<file path="src/rtl/vga_timing_gen.sv">
// vga_timing_gen
//   Parametrised VGA raster timing generator. A clock divider produces a
//   pixel tick. Horizontal and vertical counters advance on that tick, and
//   the sync/blank decode is registered together with the counters, so all
//   outputs describe the same pixel. A programmable-depth delayed copy of
//   the syncs and video_on lets downstream pixel pipelines match latency.
//
// Ports
//   clk         system clock
//   reset       synchronous, active-high
//   enable      1 = run, 0 = freeze divider, counters and all outputs
//   p_tick      one-clk pixel strobe
//   pixel_x/y   current horizontal / vertical position
//   video_on    pixel is inside the visible area
//   hsync/vsync sync outputs, active level HS_POL / VS_POL
//   line_tick   one-clk pulse on the first clk of a new line
//   frame_tick  one-clk pulse on the first clk of a new frame
//   frame_cnt   frames completed, modulo 2^16
//   *_d         hsync/vsync/video_on delayed by PIPE_DLY pixel ticks

module vga_timing_gen #(
    parameter int H_ACTIVE = 640,
    parameter int H_FP     = 16,
    parameter int H_SYNC   = 96,
    parameter int H_BP     = 48,
    parameter int V_ACTIVE = 480,
    parameter int V_FP     = 10,
    parameter int V_SYNC   = 2,
    parameter int V_BP     = 33,
    parameter bit HS_POL   = 1'b0,
    parameter bit VS_POL   = 1'b0,
    parameter int CLK_DIV  = 4,
    parameter int CNT_W    = 10,
    parameter int PIPE_DLY = 2
) (
    input  logic             clk,
    input  logic             reset,
    input  logic             enable,
    output logic             p_tick,
    output logic [CNT_W-1:0] pixel_x,
    output logic [CNT_W-1:0] pixel_y,
    output logic             video_on,
    output logic             hsync,
    output logic             vsync,
    output logic             line_tick,
    output logic             frame_tick,
    output logic [15:0]      frame_cnt,
    output logic             hsync_d,
    output logic             vsync_d,
    output logic             video_on_d
);

    localparam int H_TOTAL = H_ACTIVE + H_FP + H_SYNC + H_BP;
    localparam int V_TOTAL = V_ACTIVE + V_FP + V_SYNC + V_BP;
    localparam int DIV_W   = (CLK_DIV > 1) ? $clog2(CLK_DIV) : 1;

    localparam logic [DIV_W-1:0] DIV_LAST = DIV_W'(CLK_DIV - 1);
    localparam logic [CNT_W-1:0] H_LAST   = CNT_W'(H_TOTAL - 1);
    localparam logic [CNT_W-1:0] V_LAST   = CNT_W'(V_TOTAL - 1);
    localparam logic [CNT_W-1:0] H_VIS    = CNT_W'(H_ACTIVE);
    localparam logic [CNT_W-1:0] V_VIS    = CNT_W'(V_ACTIVE);
    localparam logic [CNT_W-1:0] HS_START = CNT_W'(H_ACTIVE + H_FP);
    localparam logic [CNT_W-1:0] HS_END   = CNT_W'(H_ACTIVE + H_FP + H_SYNC - 1);
    localparam logic [CNT_W-1:0] VS_START = CNT_W'(V_ACTIVE + V_FP);
    localparam logic [CNT_W-1:0] VS_END   = CNT_W'(V_ACTIVE + V_FP + V_SYNC - 1);

    logic [DIV_W-1:0] div;
    logic [DIV_W-1:0] div_next;
    logic             tick_q;
    logic             line_q;
    logic             frame_q;
    logic             advance;
    logic             h_wrap;
    logic             v_wrap;
    logic [CNT_W-1:0] h_next;
    logic [CNT_W-1:0] v_next;

    // pixel_x/pixel_y double as the raster counters: both would load h_next/v_next
    // on every enabled clk and share the same reset value.
    always_comb begin
        advance  = enable & tick_q;
        h_wrap   = (pixel_x == H_LAST);
        v_wrap   = (pixel_y == V_LAST);
        div_next = (div == DIV_LAST) ? '0 : div + 1'b1;
        h_next   = pixel_x;
        v_next   = pixel_y;
        if (advance) begin
            if (h_wrap) begin
                h_next = '0;
                v_next = v_wrap ? '0 : pixel_y + 1'b1;
            end else begin
                h_next = pixel_x + 1'b1;
            end
        end
    end

    always_ff @(posedge clk) begin
        if (reset) begin
            div       <= '0;
            tick_q    <= 1'b0;
            pixel_x   <= '0;
            pixel_y   <= '0;
            video_on  <= 1'b0;
            hsync     <= ~HS_POL;
            vsync     <= ~VS_POL;
            line_q    <= 1'b0;
            frame_q   <= 1'b0;
            frame_cnt <= '0;
        end else if (enable) begin
            div       <= div_next;
            tick_q    <= (div == DIV_LAST);
            pixel_x   <= h_next;
            pixel_y   <= v_next;
            video_on  <= (h_next < H_VIS) && (v_next < V_VIS);
            hsync     <= (h_next >= HS_START && h_next <= HS_END) ? HS_POL : ~HS_POL;
            vsync     <= (v_next >= VS_START && v_next <= VS_END) ? VS_POL : ~VS_POL;
            line_q    <= advance & h_wrap;
            frame_q   <= advance & h_wrap & v_wrap;
            if (advance && h_wrap && v_wrap) begin
                frame_cnt <= frame_cnt + 16'd1;
            end
        end
    end

    // Strobes are forced low while frozen; the held registers resume on enable.
    assign p_tick     = tick_q  & enable;
    assign line_tick  = line_q  & enable;
    assign frame_tick = frame_q & enable;

    generate
        if (PIPE_DLY == 0) begin : g_nodly
            assign hsync_d    = hsync;
            assign vsync_d    = vsync;
            assign video_on_d = video_on;
        end else begin : g_dly
            logic [PIPE_DLY-1:0] hs_pipe;
            logic [PIPE_DLY-1:0] vs_pipe;
            logic [PIPE_DLY-1:0] vo_pipe;

            // Stage 0 samples the registered outputs before the tick edge updates
            // them, so each stage is exactly one pixel tick older than the last.
            always_ff @(posedge clk) begin
                if (reset) begin
                    hs_pipe <= {PIPE_DLY{~HS_POL}};
                    vs_pipe <= {PIPE_DLY{~VS_POL}};
                    vo_pipe <= '0;
                end else if (advance) begin
                    hs_pipe <= (hs_pipe << 1) | PIPE_DLY'(hsync);
                    vs_pipe <= (vs_pipe << 1) | PIPE_DLY'(vsync);
                    vo_pipe <= (vo_pipe << 1) | PIPE_DLY'(video_on);
                end
            end

            assign hsync_d    = hs_pipe[PIPE_DLY-1];
            assign vsync_d    = vs_pipe[PIPE_DLY-1];
            assign video_on_d = vo_pipe[PIPE_DLY-1];
        end
    endgenerate

endmodule
</file>
<file path="config.mk">
export PLATFORM = sky130hd
export DESIGN_NAME = vga_timing_gen
export DESIGN_NICKNAME = d
export VERILOG_FILES = /design/src/rtl/vga_timing_gen.sv
export SDC_FILE = /design/constraint.sdc
export NUM_CORES = 1
export LEC_CHECK = 0
export ABC_AREA = 1
export BUFFER_PORTS_ARGS = -buffer_cell sky130_fd_sc_hd__buf_4
export CORE_AREA = 5 5 79 81
export CTS_CLUSTER_DIAMETER = 150
export DETAILED_ROUTE_END_ITERATION = 8
export DIE_AREA = 0 0 84 86
export PLACE_DENSITY = 0.8
export SYNTH_ARGS = -nofsm -noshare
export SYNTH_HDL_FRONTEND = slang
export SYNTH_SLANG_ARGS = --single-unit
</file>
<file path="constraint.sdc">
create_clock -name clk -period 2.39 [get_ports clk]
set_input_delay 0.1195 -clock clk [delete_from_list [all_inputs] [get_ports clk]]
set_output_delay 0.1195 -clock clk [all_outputs]
set_load 0.02 [all_outputs]
</file>
==> results of run 1 <==
==> logic make-up after synthesis <==
| group | share of synthesized area |
|---|---|
| AO/OA/AOI/OAI | 0.07479 |
| adder cells (fa/ha/maj) | 0.02352 |
| flip-flops | 0.3763 |
| AND/OR/NAND/NOR | 0.4318 |
| XOR/XNOR | 0.02305 |
| buffers and inverters | 0.07056 |
==> state kept, by name, indices dropped and copies added, names as in the netlist <==
signal	count
line_q	1
frame_cnt	16
hsync	1
video_on	1
g_dly.vo_pipe	2
g_dly.vs_pipe	2
pixel_x	10
vsync	1
div	2
pixel_y	10
frame_q	1
tick_q	1
g_dly.hs_pipe	2
==> synth_stat cells <==
library cell,number,area (um^2)
nand2_1,83,311.6
nor2_1,67,251.5
dfxtp_1,50,1001
inv_1,38,142.6
nand3_1,32,160.2
a21oi_1,14,70.07
nor3_1,11,55.05
o21ai_0,11,55.05
nand4_1,10,62.56
clkbuf_1,7,26.28
ha_1,5,62.56
inv_2,5,18.77
xor2_1,5,43.79
nor2_2,4,25.02
nor2_4,4,45.04
nand2_2,3,18.77
nor3_2,3,30.03
o21ai_1,3,15.01
nand3b_1,2,15.01
nand4_2,2,25.02
nor2_8,2,40.04
nor3b_1,2,15.01
nor4_1,2,12.51
o31ai_1,2,15.01
xnor2_1,2,17.52
a211oi_1,1,7.510
a211oi_2,1,12.51
a21o_1,1,7.510
a221oi_1,1,8.760
nand2_4,1,11.26
nand2b_1,1,6.260
nand3_2,1,10.01
nand3b_4,1,20.02
nand4_4,1,21.27
nor3b_2,1,12.51
o211ai_1,1,7.510
==> area by class of cell <==
class,instances,area [um^2]
fill,514,2227
multi-input combinational,280,1471
sequential,50,1001
timing repair buffer,47,352.8
inverter,43,163.9
tap,72,90.09
clock buffer,6,82.58
clock inverter,2,16.27
==> report_power, final <==
group	internal (uW)	leakage [uW]	switching [uW]	total, uW
logic	24.0	0.000957	48.3	72.2
clock network	239	0.0000478	303	542
registers	845	0.000405	7.90	853
total	1110	0.00141	359	1470
==> metal layers <==
metal  share of wire  global-route usage  vias up
met1            0.45              0.2355     1205
met3           0.064             0.04131       11
met5               0                   0        -
met4           0.018             0.06579        0
met2            0.47              0.3283       85
li1                -                   -     1330
==> path summary, 6_finish.rpt <==
path	endpoint	start	cells past startpoint	slack [ns]
setup / recovery	hsync	tick_q	11	0.24
hold / removal	div[0]	enable	2	0.08
hold reg to reg	g_dly.vs_pipe[1]	g_dly.vs_pipe[0]	2	0.47
setup reg to reg	hsync	tick_q	11	0.24
==> stage by stage <==
stage,setup slack [ns],instances
2_1_floorplan,0.5090,380
3_5_place_dp,0.2169,492
3_3_place_gp,0.2449,492
6_report,0.2421,500
4_1_cts,0.1841,500
5_1_grt,0.06315,500
==> critical path, delay by kind of cell (launching register included) <==
kind                   cells  cell delay (ns)
DFF                        1             0.34
AOI/OAI and AO/OA          1             0.10
buffers and inverters      1             0.29
and+or+nand+nor            9             1.30
==> impl_metrics.toml, run 1 <==
[sta]
whs_ns = 0.08096
slew-limit-headroom = 0.5625
final.min_clock_period_ns = 2.148
tightest_slew_ns = 0.6503
rsz0062_at_grt = "false"
finalHoldViolCount = 0
period_share = 0.8987
slew_violations = 0
setup_viol = 0
fin_tns_setup_ns = 0
fmax_ghz = 0.4656
fin_skew_ns = 0.005543

[detailed_routing]
dr.pass1.iters = 4
first_iter_violations = 149
antenna_left = 0
route.detailed.drc = 0
vias = 2631
wire_per_inst_um = 13.17
wl_mm = 6.587
post_drt_via_cell_ratio = 5.262

[placement]
globalplace.congestion = 0.9392
dpl-instance-area_um2 = 3077
dp_hpwl_mm = 4.985
io_buffers = 47

[floorplan]
dieArea_um2 = 7224
dieWidth_um = 84
io_pins = 48
placementRows = 27
chipHeight_um = 86
design.core.area_um2 = 5405
start_util = 0.4921

[worst_setup_path]
cp.arrival_ns = 2.35
end_kind = "flip-flop"
cp-start-kind = "flip-flop"
cp.required_ns = 2.60
worstSetupPathType = "reg2reg"
critPathMaxStageDelay_ns = 0.34
critPathSlowestCell = "dfxtp_1"
worstPathMaxFanout = 13
crit_chain = "nand2_1, inv_4, nand2_1, nor2_2, nand3_1, nand2_1, nand3_1, nor2_1, o31ai_1, nand2_1, nand3_1"
cpMostUsedCell = "nand2_1"

[global_route]
grt_pass1_wl_mm = 11.34
grt_pass1_vias = 2532
antenna_found_initial = 0
track_usage = 0.1904
grt_max_degree = 33
grt_overflow = 0

[min_path]
hold_class = "in2reg"

[clock_tree]
numCtsBuffers = 5
cts_buffer_depth = 2
holdBufCountCts = 0
ctsResizeCount = 0
htreeDepth = 2
cts.sinks = 50
cts_tree = "yes"
ctsRootBufferMaster = "clkbuf_8"
clock_latency_ns = 0.31
cts_setup_buffers = 0
path_clk_slew_ns = 0.10

[synthesis]
synth-seq-cells = 50
ys_seq_area_frac = 0.3763
avgSynthCellArea_um2 = 7.000
ys_warn_count = 0
syn_area_um2 = 2660
yosysUniqueCellTypes = 36
syn_nets = 388
syn_inst = 380

[power]
powerDensity_nw_per_um2 = 461.6
finalPower_uw = 1467
ir_drop_uv = 275.7
p_leak_uw = 0.001409

[cells_and_area]
final_common_cell = "nand2_1"
final_cell_mix = "nand2_1 (83), nor2_1 (67), dfxtp_1 (50), buf_4 (47), inv_1 (38)"
nets = 435
area_delta_synth_final_pct = 19.47
final_util = 0.5880
postLayoutCellArea_um2 = 3178
antennaDiodeCount = 0
final_layout_size_suffix_gt1_frac = 0.1963

[status]
status = "finished, final reports clean"

[flow_run]
cap_violations = 0
No activity file was read; power rests on OpenSTA's default activity.
==> inputs of run 2 (changes only) <==
--- a/config.mk
+++ b/config.mk
@@ -12,6 +12,7 @@
 export DETAILED_ROUTE_END_ITERATION = 8
 export DIE_AREA = 0 0 84 86
 export PLACE_DENSITY = 0.8
+export RECOVER_POWER = 25
 export SYNTH_ARGS = -nofsm -noshare
 export SYNTH_HDL_FRONTEND = slang
 export SYNTH_SLANG_ARGS = --single-unit
==> impl_metrics.toml, run 2 (synthesis gave the netlist of run 1 again) <==
[cells_and_area]
regMostFlops = "frame_cnt"
final_common_cell = "nand2_1"
nets = 435
stdcell_count = 500
largest_register_ffs = 16
reg_top3 = "frame_cnt: 16 flops, pixel_x: 10 flops, pixel_y: 10 flops"
final_cell_mix = "nand2_1 (83), nor2_1 (67), dfxtp_1 (50), inv_1 (38), nand3_1 (32)"
area_delta_synth_final_pct = 16.51
final_layout_size_suffix_gt1_frac = 0.1472
antennaDiodeCount = 0

[clock_tree]
numCtsBuffers = 5
htreeDepth = 2
ctsRootBufferMaster = "clkbuf_8"
clock_latency_ns = 0.31
cts.sinks = 50
cts_buffer_depth = 2
path_clk_slew_ns = 0.10
holdBufCountCts = 0
cts_tree = "yes"

[detailed_routing]
vias = 2614
wire_per_inst_um = 13.29
dr.pass1.iters = 4
first_iter_violations = 153
route.detailed.drc = 0
antenna_left = 0
wl_mm = 6.644
post_drt_via_cell_ratio = 5.228

[power]
p_seq_frac = 0.582
p_leak_uw = 0.001325
p_clk_frac = 0.372
pwr-share-comb = 0.046
ir_drop_uv = 276.4
cellInternalPower_uw = 1103
switching_share = 0.2475
p_switching_uw = 362.7
powerDensity_nw_per_um2 = 472.9

[worst_setup_path]
critPathSlowestCell = "dfxtp_1"
r2r_cells = 10
cp.required_ns = 2.64
worstSetupPathType = "reg2reg"
crit_chain = "nand2_1, inv_4, nand2_1, nor2_2, nand4_1, nand3_1, nor2_1, nor3_1, nand2_1, a21oi_1"
worstPathMaxFanout = 13
cp.arrival_ns = 2.40
cpMostUsedCell = "nand2_1"
cp-start-kind = "flip-flop"
end_kind = "flip-flop"
critPathMaxStageDelay_ns = 0.34

[floorplan]
start_util = 0.4921
dieArea_um2 = 7224
dieWidth_um = 84
io_pins = 48
chipHeight_um = 86
design.core.area_um2 = 5405
placementRows = 27

[global_route]
grt_pass1_wl_mm = 11.34
grt_overflow = 0
grt_max_degree = 33
track_usage = 0.1904
grt_pass1_vias = 2532
antenna_found_initial = 0

[min_path]
hold_depth = 2
hold_class = "in2reg"

[sta]
slew_violations = 0
slew-limit-headroom = 0.5624
fin_tns_setup_ns = 0
finalHoldViolCount = 0
tightest_slew_ns = 0.6505
rsz0062_at_grt = "false"
fin_skew_ns = 0.008640
fmax_ghz = 0.4651
final.min_clock_period_ns = 2.150
period_share = 0.8997
setup_viol = 0

[status]
status = "finished, final reports clean"

[placement]
globalplace.congestion = 0.9392
dp.cells = 492
dp_hpwl_mm = 4.985
io_buffers = 47

[flow_run]
cap_violations = 0
## run 2: cell types whose count changed in the layout (fill, tap and decap cells not counted), sizes merged
cell,change
clkbuf,+21
buf,-21
## run 2: worst paths after layout
kind | start | to | slack (ns)
worst max-delay path | tick_q | video_on | 0.24
worst min-delay path | enable | div[0] | 0.08
worst max register to register | tick_q | video_on | 0.24
worst min register to register | g_dly.hs_pipe[0] | g_dly.hs_pipe[1] | 0.47
## run 2: final cells by class
cell class              instances  area [um^2]
fillers                       533         2306
well taps                      72        90.09
inverters                      43        163.9
multi-input cells             280         1471
clock buffers                   6        82.58
repair buffers                 47        274.0
flip-flops and latches         50         1001
clock inverters                 2        16.27
## run 2: stage by stage
stage / utilization / setup WS [ns] / instance area [um^2] / total power, uW / hold slack [ns]
floorplan: - / 0.5090 / 2660 / 919.8 / 0.2312
global placement: 0.5692 / 0.2449 / 3077 / 942.5 / 0.4055
detailed placement: 0.5692 / 0.2169 / 3077 / 944.5 / 0.4156
CTS: 0.5875 / 0.1841 / 3176 / 1485 / 0.07203
global route: 0.5734 / 0.06315 / 3099 / 1534 / 0.09500
finish: 0.5734 / 0.2398 / 3099 / 1466 / 0.08169
## run 2: worst max-delay path, delay by kind of cell, from the launching register on
| family | cells | cell delay, ns |
|---|---|---|
| AO/OA/AOI/OAI | 1 | 0.12 |
| AND/OR/NAND/NOR | 8 | 1.34 |
| buffers and inverters | 1 | 0.30 |
| flip-flops | 1 | 0.34 |
## run 2: timing repair
action                                  CTS  global route
resized for setup                         0             1
buffers inserted                          0             0
endpoints found under the setup margin    0             2
## run 2: power groups by stage
stage | clock network (uW) | logic [uW] | registers, uW
3_5_place_dp | 0 | 72.5 | 872
5_1_grt | 601 | 78.1 | 855
3_3_place_gp | 0 | 70.9 | 872
6_report | 545 | 67.5 | 853
4_1_cts | 560 | 72.6 | 853
2_1_floorplan | 0 | 41.7 | 878
## run 2: routing by layer
metal | vias to the layer above | wire length (um) | part of all wire | GRT usage
li1 | 1329 | - | - | -
met1 | 1198 | 3061 | 0.46 | 0.2355
met2 | 77 | 3128 | 0.47 | 0.3283
met3 | 10 | 341 | 0.051 | 0.04131
met4 | 0 | 113 | 0.017 | 0.06579
met5 | - | 0 | 0 | 0
==> inputs of run 3 (changes only) <==
--- a/config.mk
+++ b/config.mk
@@ -5,13 +5,12 @@
 export SDC_FILE = /design/constraint.sdc
 export NUM_CORES = 1
 export LEC_CHECK = 0
-export ABC_AREA = 1
 export BUFFER_PORTS_ARGS = -buffer_cell sky130_fd_sc_hd__buf_4
-export CORE_AREA = 5 5 79 81
+export CORE_AREA = 5 5 97 99
 export CTS_CLUSTER_DIAMETER = 150
 export DETAILED_ROUTE_END_ITERATION = 8
-export DIE_AREA = 0 0 84 86
-export PLACE_DENSITY = 0.8
+export DIE_AREA = 0 0 102 104
+export PLACE_DENSITY = 0.55
 export RECOVER_POWER = 25
 export SYNTH_ARGS = -nofsm -noshare
 export SYNTH_HDL_FRONTEND = slang
==> impl_metrics.toml, run 3 <==
[cells_and_area]
reg_top3 = "frame_cnt: 16 flops, pixel_x: 10 flops, pixel_y: 10 flops"
regArea_um2 = 1003
regMostFlops = "frame_cnt"
multi_input_area_um2 = 1354
postLayoutCellArea_um2 = 3008
antennaDiodeCount = 0
final_common_cell = "dfxtp_1"
area_delta_synth_final_pct = 23.66
final_util = 0.3553
nets = 350
final_cell_mix = "dfxtp_1 (48), nor2_1 (43), buf_4 (41), nand2_1 (32), a21oi_1 (21)"
final_layout_size_suffix_gt1_frac = 0.1924
largest_register_ffs = 16
n_fill_cell = 901

[sta]
period_share = 0.9359
setup_ws_ns = 0.1533
rsz0062_at_grt = "false"
final.min_clock_period_ns = 2.237
slew_violations = 0
fin_tns_setup_ns = 0
slew-limit-headroom = 0.6679
finalHoldViolCount = 0
setup_viol = 0
fmax_ghz = 0.4471
tightest_slew_ns = 0.4982
fin_skew_ns = 0.004971

[clock_tree]
numCtsBuffers = 5
holdBufCountCts = 0
htreeDepth = 2
ctsRootBufferMaster = "clkbuf_8"
cts.sinks = 50
clock_latency_ns = 0.30
path_clk_slew_ns = 0.09
cts_tree = "yes"
cts_buffer_depth = 2

[placement]
dp_slack_ns = 0.09034
dp_hpwl_mm = 4.418
io_buffers = 47
globalplace.congestion = 0.8316
dpl-instance-area_um2 = 2957

[synthesis]
synth-seq-cells = 50
synth.top_cell.area_share = 0.4115
synthTopCellsByArea = "dfxtp_1 (41%), nor2_1 (6.6%), xnor2_1 (5.0%)"
yosysUniqueCellTypes = 47
ys_warn_count = 0
syn_inst = 288
synth_enable_flop_cells = 0
avgSynthCellArea_um2 = 8.446
synthFlopType = "dfxtp_1"
ys_async_sr_fraction = 0
syn_area_um2 = 2432
ys_seq_area_frac = 0.4115
synthTopCellsByCount = "dfxtp_1 (50), nor2_1 (43), nand2_1 (32)"
yosysTopAreaCell = "dfxtp_1"
yosysMostFrequentCell = "dfxtp_1"
syn_nets = 296

[status]
status = "finished, final reports clean"

[worst_setup_path]
r2r-start = "pixel_x[0]"
end_kind = "flip-flop"
crit_end = "vsync"
r2r_cells = 8
cp.required_ns = 2.58
cp.arrival_ns = 2.42
worstSetupPathType = "reg2reg"
startpoint = "pixel_x[0]"
worstPathMaxFanout = 6
r2r_slack_ns = 0.15
r2r-end = "vsync"
cp-start-kind = "flip-flop"

[power]
powerDensity_nw_per_um2 = 489.4
p_leak_uw = 0.001111
ir_drop_uv = 202.2
finalPower_uw = 1472

[global_route]
track_usage = 0.1155
grt_overflow = 0
grt_max_degree = 49
grt_pass1_wl_mm = 10.03
grt_pass1_vias = 2184
antenna_found_initial = 0

[detailed_routing]
post_drt_via_cell_ratio = 4.976
first_iter_violations = 65
route.detailed.drc = 0
wire_per_inst_um = 13.24
dr.pass1.iters = 4
wl_mm = 5.973
vias = 2244
antenna_left = 0

[floorplan]
start_util = 0.2873
chipHeight_um = 104
io_pins = 48
placementRows = 34
dieWidth_um = 102
design.core.area_um2 = 8466
dieArea_um2 = 10610

[min_path]
hold_class = "in2reg"

[flow_run]
cap_violations = 0
==> run 3: cell types whose count changed after synthesis, sizes merged, moves of 6 or more <==
cell | previous run | this run
nand2 | 87 | 32
inv | 43 | 9
nor2 | 77 | 43
nand3 | 33 | 11
xnor2 | 2 | 14
a21oi | 14 | 21
or3 | 0 | 6
==> run 3: worst max-delay path: stages, from the launching register on <==
cell and delay, ns:
dfxtp_2 0.37, ha_2 0.20, nand4_2 0.11, or4_4 0.54, buf_4 0.18, nor2_1 0.15, o21ai_0 0.15, nor4bb_2 0.33
a21oi_1 0.10
==> run 3: power breakdown <==
part	internal, uW	leakage (uW)	switching (uW)	total, uW
Combinational	10.6	0.000654	25.5	36.0
Sequential	837	0.000405	3.42	840
Clock	314	0.0000524	282	596
Total	1160	0.00111	311	1470
==> run 3: worst min path at each step <==
stage,cells after the start,start,slack (ns),end
floorplan,2,reset,0.31,pixel_x[1]
global placement,2,g_dly.vo_pipe[0],0.45,g_dly.vo_pipe[0]
detailed placement,2,g_dly.vo_pipe[0],0.45,g_dly.vo_pipe[0]
CTS,3,enable,0.18,tick_q
global route,3,enable,0.21,tick_q
finish,3,enable,0.19,div[1]
==> run 3: cells by family (layout without fill, tap and decap cells) <==
group,Yosys count,after routing,synth area share
adders and majority gates,5,5,0.02572
DFF,50,50,0.4115
xor gates and xnor gates,21,21,0.07562
buffers and inverters,21,76,0.03703
and+or+nand+nor,146,146,0.3364
muxes,4,4,0.01646
AOI/OAI and AO/OA,41,41,0.09722
==> run 3: what timing repair did <==
item / CTS / global route
gates resized for setup: 0 / 3
setup endpoints to repair: 0 / 1
buffers inserted: 0 / 0
==> run 3: metal layers <==
layer,up-vias,global-route usage,share of wire
li1,1117,-,-
met1,1048,0.1457,0.46
met2,70,0.1834,0.46
met3,9,0.03957,0.072
met4,0,0.03655,0.015
met5,-,0,0
==> run 3: per-stage QoR <==
stage / hold slack (ns) / std cells
final: 0.1859 / 451
after detailed placement: 0.4514 / 443
after global routing: 0.2074 / 451
after CTS: 0.1754 / 451
after floorplan: 0.3106 / 288
after global placement: 0.4485 / 443
==> run 3: layout make-up <==
cell class              instances  share of cell area
multi-input cells             217              0.4501
inverters                       9             0.01123
repair buffers                 59              0.1248
clock inverters                 1            0.009983
flip-flops and latches         50              0.3336
clock buffers                   7             0.02537
well taps                     108             0.04493
